## config.mk

```make
export PLATFORM = sky130hd
export DESIGN_NAME = left_shift_sequencer
export DESIGN_NICKNAME = d
export VERILOG_FILES = /design/src/rtl/left_shift_sequencer.sv
export SDC_FILE = /design/constraint.sdc
export NUM_CORES = 1
export LEC_CHECK = 0
export ABC_CLOCK_PERIOD_IN_PS = 3600
export BUFFER_PORTS_ARGS = -buffer_cell sky130_fd_sc_hd__buf_2
export CORE_MARGIN = 4
export CORE_UTILIZATION = 28
export CTS_CLUSTER_DIAMETER = 60
export DETAILED_ROUTE_END_ITERATION = 10
export MAX_ROUTING_LAYER = met4
export PLACE_DENSITY = 0.48
export SLEW_MARGIN = 25
export SYNTH_ARGS = -nofsm -noshare
export SYNTH_HDL_FRONTEND = slang
export SYNTH_SLANG_ARGS = --single-unit
```

## constraint.sdc

```tcl
create_clock -name clk -period 3.6 [get_ports clk]
set_clock_uncertainty 0.05 [all_clocks]
set_input_delay 0.72 -clock clk [delete_from_list [all_inputs] [get_ports clk]]
set_output_delay 0.72 -clock clk [all_outputs]
set_load 0.01 [all_outputs]
```

## src/rtl/left_shift_sequencer.sv

```systemverilog
// rtl/left_shift_sequencer.sv - multi-cycle left shifter, one bit position per clock
// Reports the shifted result, the last bit shifted out and the arithmetic sign-change overflow.
module left_shift_sequencer #(
    parameter int width = 16,
    parameter int amt_w = 5
) (
    input  logic             clk,
    input  logic             rst_n,
    input  logic             start,
    input  logic [width-1:0] in,
    input  logic [amt_w-1:0] amount,
    input  logic             mode,
    output logic             ready,
    output logic             busy,
    output logic             done,
    output logic [width-1:0] out,
    output logic             carry,
    output logic             ovf
);

    typedef enum logic [1:0] {
        IDLE,
        SHIFT,
        DONE
    } state_t;

    localparam logic [amt_w-1:0] width_amt = amt_w'(width);
    localparam logic [amt_w-1:0] one_amt   = amt_w'(1);

    state_t           state;
    state_t           state_next;
    logic [amt_w-1:0] count;
    logic [amt_w-1:0] amt_clamped;
    logic             mode_r;
    logic             accept;

    assign amt_clamped = (amount > width_amt) ? width_amt : amount;
    assign accept      = start && ready;

    always_ff @(posedge clk or negedge rst_n) begin
        if (!rst_n) begin
            state <= IDLE;
        end else begin
            state <= state_next;
        end
    end

    always_comb begin
        state_next = state;
        ready      = 1'b1;
        busy       = 1'b0;
        done       = 1'b0;
        case (state)
            IDLE: begin
                if (start) begin
                    state_next = (amt_clamped == '0) ? DONE : SHIFT;
                end
            end
            SHIFT: begin
                ready = 1'b0;
                busy  = 1'b1;
                if (count == one_amt) begin
                    state_next = DONE;
                end
            end
            DONE: begin
                done = 1'b1;
                // back-to-back: a start in the done cycle begins the next operation
                if (start) begin
                    state_next = (amt_clamped == '0) ? DONE : SHIFT;
                end else begin
                    state_next = IDLE;
                end
            end
            default: state_next = IDLE;
        endcase
    end

    always_ff @(posedge clk or negedge rst_n) begin
        if (!rst_n) begin
            out    <= '0;
            carry  <= 1'b0;
            ovf    <= 1'b0;
            count  <= '0;
            mode_r <= 1'b0;
        end else if (accept) begin
            out    <= in;
            carry  <= 1'b0;
            ovf    <= 1'b0;
            count  <= amt_clamped;
            mode_r <= mode;
        end else if (state == SHIFT) begin
            out   <= {out[width-2:0], 1'b0};
            carry <= out[width-1];
            // sign bit is about to change: sticky arithmetic overflow
            if (!mode_r && (out[width-1] != out[width-2])) begin
                ovf <= 1'b1;
            end
            count <= count - one_amt;
        end
    end

endmodule
```

==> results.cfg <==
[cts]
clock_latency_ps = 270
hold_buffers_post_cts = 0
clk_transition_reported_paths_ps = 90
cts_tree = built
cts_root_buffer = sky130_fd_sc_hd__clkbuf_8
post-cts-setup-buffer-count = 0
cts_repair_resized_insts = 0
clock_tree.htree_level_count = 1
numCtsBuffers = 3
clockBufferDepth = 2
clock_sinks = 26

[grt]
grt_first_pass_wirelength_um = 5009
grt_use_total_pct = 11.57
grt_overflow = 0
antenna_found_initial = 0
maximum_number_of_pins_on_one_net_before_global_route_repair = 30
vias_in_the_first_global_route = 1076

[sta]
worstMarginPinSlew_ps = 631.0
post_layout_min_period_ps = 2326
rsz0062_at_grt = no
slew_headroom_pct = 57.93
achievable-frequency_mhz = 429.9
setup_tns_ps = 0
final-setup-viol-count = 0
min_period_over_period_pct = 64.62
worst_hold_slack_ps = 392.6
hold_viol_final = 0
drv_slew = 0

[power_and_ir_drop]
vdd.ir_drop.worst_uv = 383.8
power_per_cell_area_nw_per_um2 = 805.6
clock_power_share_pct = 18.5
share_seq_of_total_power_pct = 41.4
power_switching_mw = 0.4955
power_switching_share_pct = 38.35
leakage_power_summed_over_all_cells_nw = 0.8090
power.share.combinational_pct = 40.0
cellInternalPower_mw = 0.7967

[final_layout]
final_cell_count_no_fill = 220
drive_above_1_share_pct = 30.36
insertedDiodeCount = 0
nNetsFinal = 196
area_growth_syn_to_layout_pct = 25.81

[setup_path]
worst_setup_path_end_kind = output port
reg2regPathDepth = 4
r2r_start = state[1]
critical_path.reg2reg.endpoint = count[2]
worstPathMaxFanout = 14
cp.required_ps = 2830
crit_arrival_ps = 1560
worst_setup_path_start_kind = flop
worst_path_class_setup = flop to output port
r2r_slack_ps = 1860

[place]
numPortBuffers = 45
hpwl_um = 2243
place.gp.congestion = 0.7897
post-place-cells = 216

[drt]
wirelength_um = 3045
detailroute.via_count = 1100
drt_iter0_drc = 136
detail_route.vias_per_cell = 5.000
detail_route.first_pass.iterations = 4
route.antenna.remaining_nets = 0
wl_per_cell_um = 13.84
route.detailed.drc = 0

[synth]
synth_async_sr_flop_share_pct = 100.0
synth.ff_latch_count = 26
number_of_enable_flip_flop_cells_after_synthesis = 0
synth.top_cells.by_area = sky130_fd_sc_hd__dfrtp_1 (51%), sky130_fd_sc_hd__mux2i_1 (13%), sky130_fd_sc_hd__o21ai_0 (7.1%)
netlist_area_um2 = 1275
yosys.area.top_type_share_pct = 51.03
yosys-top-cells-count = sky130_fd_sc_hd__dfrtp_1 (26), sky130_fd_sc_hd__nand2_1 (20), sky130_fd_sc_hd__o21ai_0 (18)
synth.avg_cell_area_um2 = 10.12
synth_flop_cell = sky130_fd_sc_hd__dfrtp_1
synthesis.yosys.warnings = 0
mappedNetlistNets = 153
synth.most_common_cell = sky130_fd_sc_hd__dfrtp_1
netlist.top_cell.by_area = sky130_fd_sc_hd__dfrtp_1
netlist_instances = 126
synth_cell_type_count = 28
ys_seq_area_share_pct = 51.03

[job]
drv.max_cap_violation_count = 0

[run_status]
run_status = finished clean

[floorplan]
rows = 24
die-area_um2 = 5697
initial_utilization_pct = 29.08
design.core.area_um2 = 4384
die_height_um = 75.48
io_pins = 46
die_width_um = 75.48

[min_path]
hold_class = primary input to async pin
[final cells by class]
class                           count  area, um2
Clock inverter                      1      30.03
Tap cell                           52      65.06
Inverter                            5      18.77
Clock buffer                        3      41.29
Sequential cell                    26      650.6
Timing Repair Buffer               46      232.7
Multi-Input combinational cell     87      565.5
Fill cell                         437       2780
[per-layer routing]
layer / share of wire (%) / wire length, um / global-route usage (%)
met1: 44 / 1351 / 15.44
met2: 46 / 1399 / 17.64
met3: 9.3 / 283 / 4.090
met4: 0.33 / 10 / 1.165
met5: 0 / 0 / -
[power groups by stage]
stage | clock network, mW | registers (mW) | logic [mW]
5_1_grt | 0.258 | 0.557 | 0.595
4_1_cts | 0.250 | 0.535 | 0.531
3_3_place_gp | 0 | 0.535 | 0.519
3_5_place_dp | 0 | 0.539 | 0.530
6_report | 0.239 | 0.535 | 0.517
2_1_floorplan | 0 | 0.556 | 0.314
[state kept, by name, summed over array words and instances (netlist names)]
register and cells:
count 5, out 16, state 2, ovf 1
carry 1, mode_r 1
[metrics by stage]
| stage | power [mW] | area [um2] | setup slack (ps) | util [%] |
|---|---|---|---|---|
| floorplan | 0.8707 | 1275 | 1751 | - |
| global placement | 1.054 | 1533 | 1528 | 34.96 |
| detailed placement | 1.068 | 1533 | 1472 | 34.96 |
| CTS | 1.316 | 1604 | 1253 | 36.59 |
| global route | 1.410 | 1604 | 1103 | 36.59 |
| finish | 1.292 | 1604 | 1274 | 36.59 |
[critical path, cell delays in order (launching register included)]
cell,delay [ps]
sky130_fd_sc_hd__dfrtp_1,400
sky130_fd_sc_hd__nand2b_1,300
sky130_fd_sc_hd__inv_1,370
sky130_fd_sc_hd__buf_2,210
[worst max path at each step]
stage	cells after the start	end	slack, ps	start
2_1_floorplan	4	busy	1750	state[1]
3_3_place_gp	4	count[2]	1530	start
3_5_place_dp	4	count[3]	1470	start
4_1_cts	3	busy	1250	state[1]
5_1_grt	3	busy	1100	state[1]
6_report	3	busy	1270	state[1]
[cells by family after synthesis]
logic type,count (synthesis),share of synthesized area (%)
compound gates,32,15.11
mux,16,12.56
xor+xnor,1,0.6871
buf+inv,13,4.612
flops,26,51.03
simple gates,36,14.03
fa+ha+maj,2,1.962
[cell usage in the layout (no fill, tap or decap), types with 2 or more instances in the layout]
cell type / instances
sky130_fd_sc_hd__a21oi_1: 3
sky130_fd_sc_hd__o21ai_0: 18
sky130_fd_sc_hd__nand2b_1: 2
sky130_fd_sc_hd__nor2b_1: 3
sky130_fd_sc_hd__clkbuf_8: 3
sky130_fd_sc_hd__mux2i_1: 16
sky130_fd_sc_hd__ha_1: 2
sky130_fd_sc_hd__buf_2: 45
sky130_fd_sc_hd__inv_1: 5
sky130_fd_sc_hd__nor4b_1: 2
sky130_fd_sc_hd__nor2_1: 3
sky130_fd_sc_hd__a221o_1: 2
sky130_fd_sc_hd__o31ai_1: 2
sky130_fd_sc_hd__a311oi_1: 2
sky130_fd_sc_hd__dfrtp_1: 26
sky130_fd_sc_hd__or4_1: 2
sky130_fd_sc_hd__nand2_1: 20
sky130_fd_sc_hd__o22ai_1: 2
Note: power is estimated with default switching activity, not from simulation.
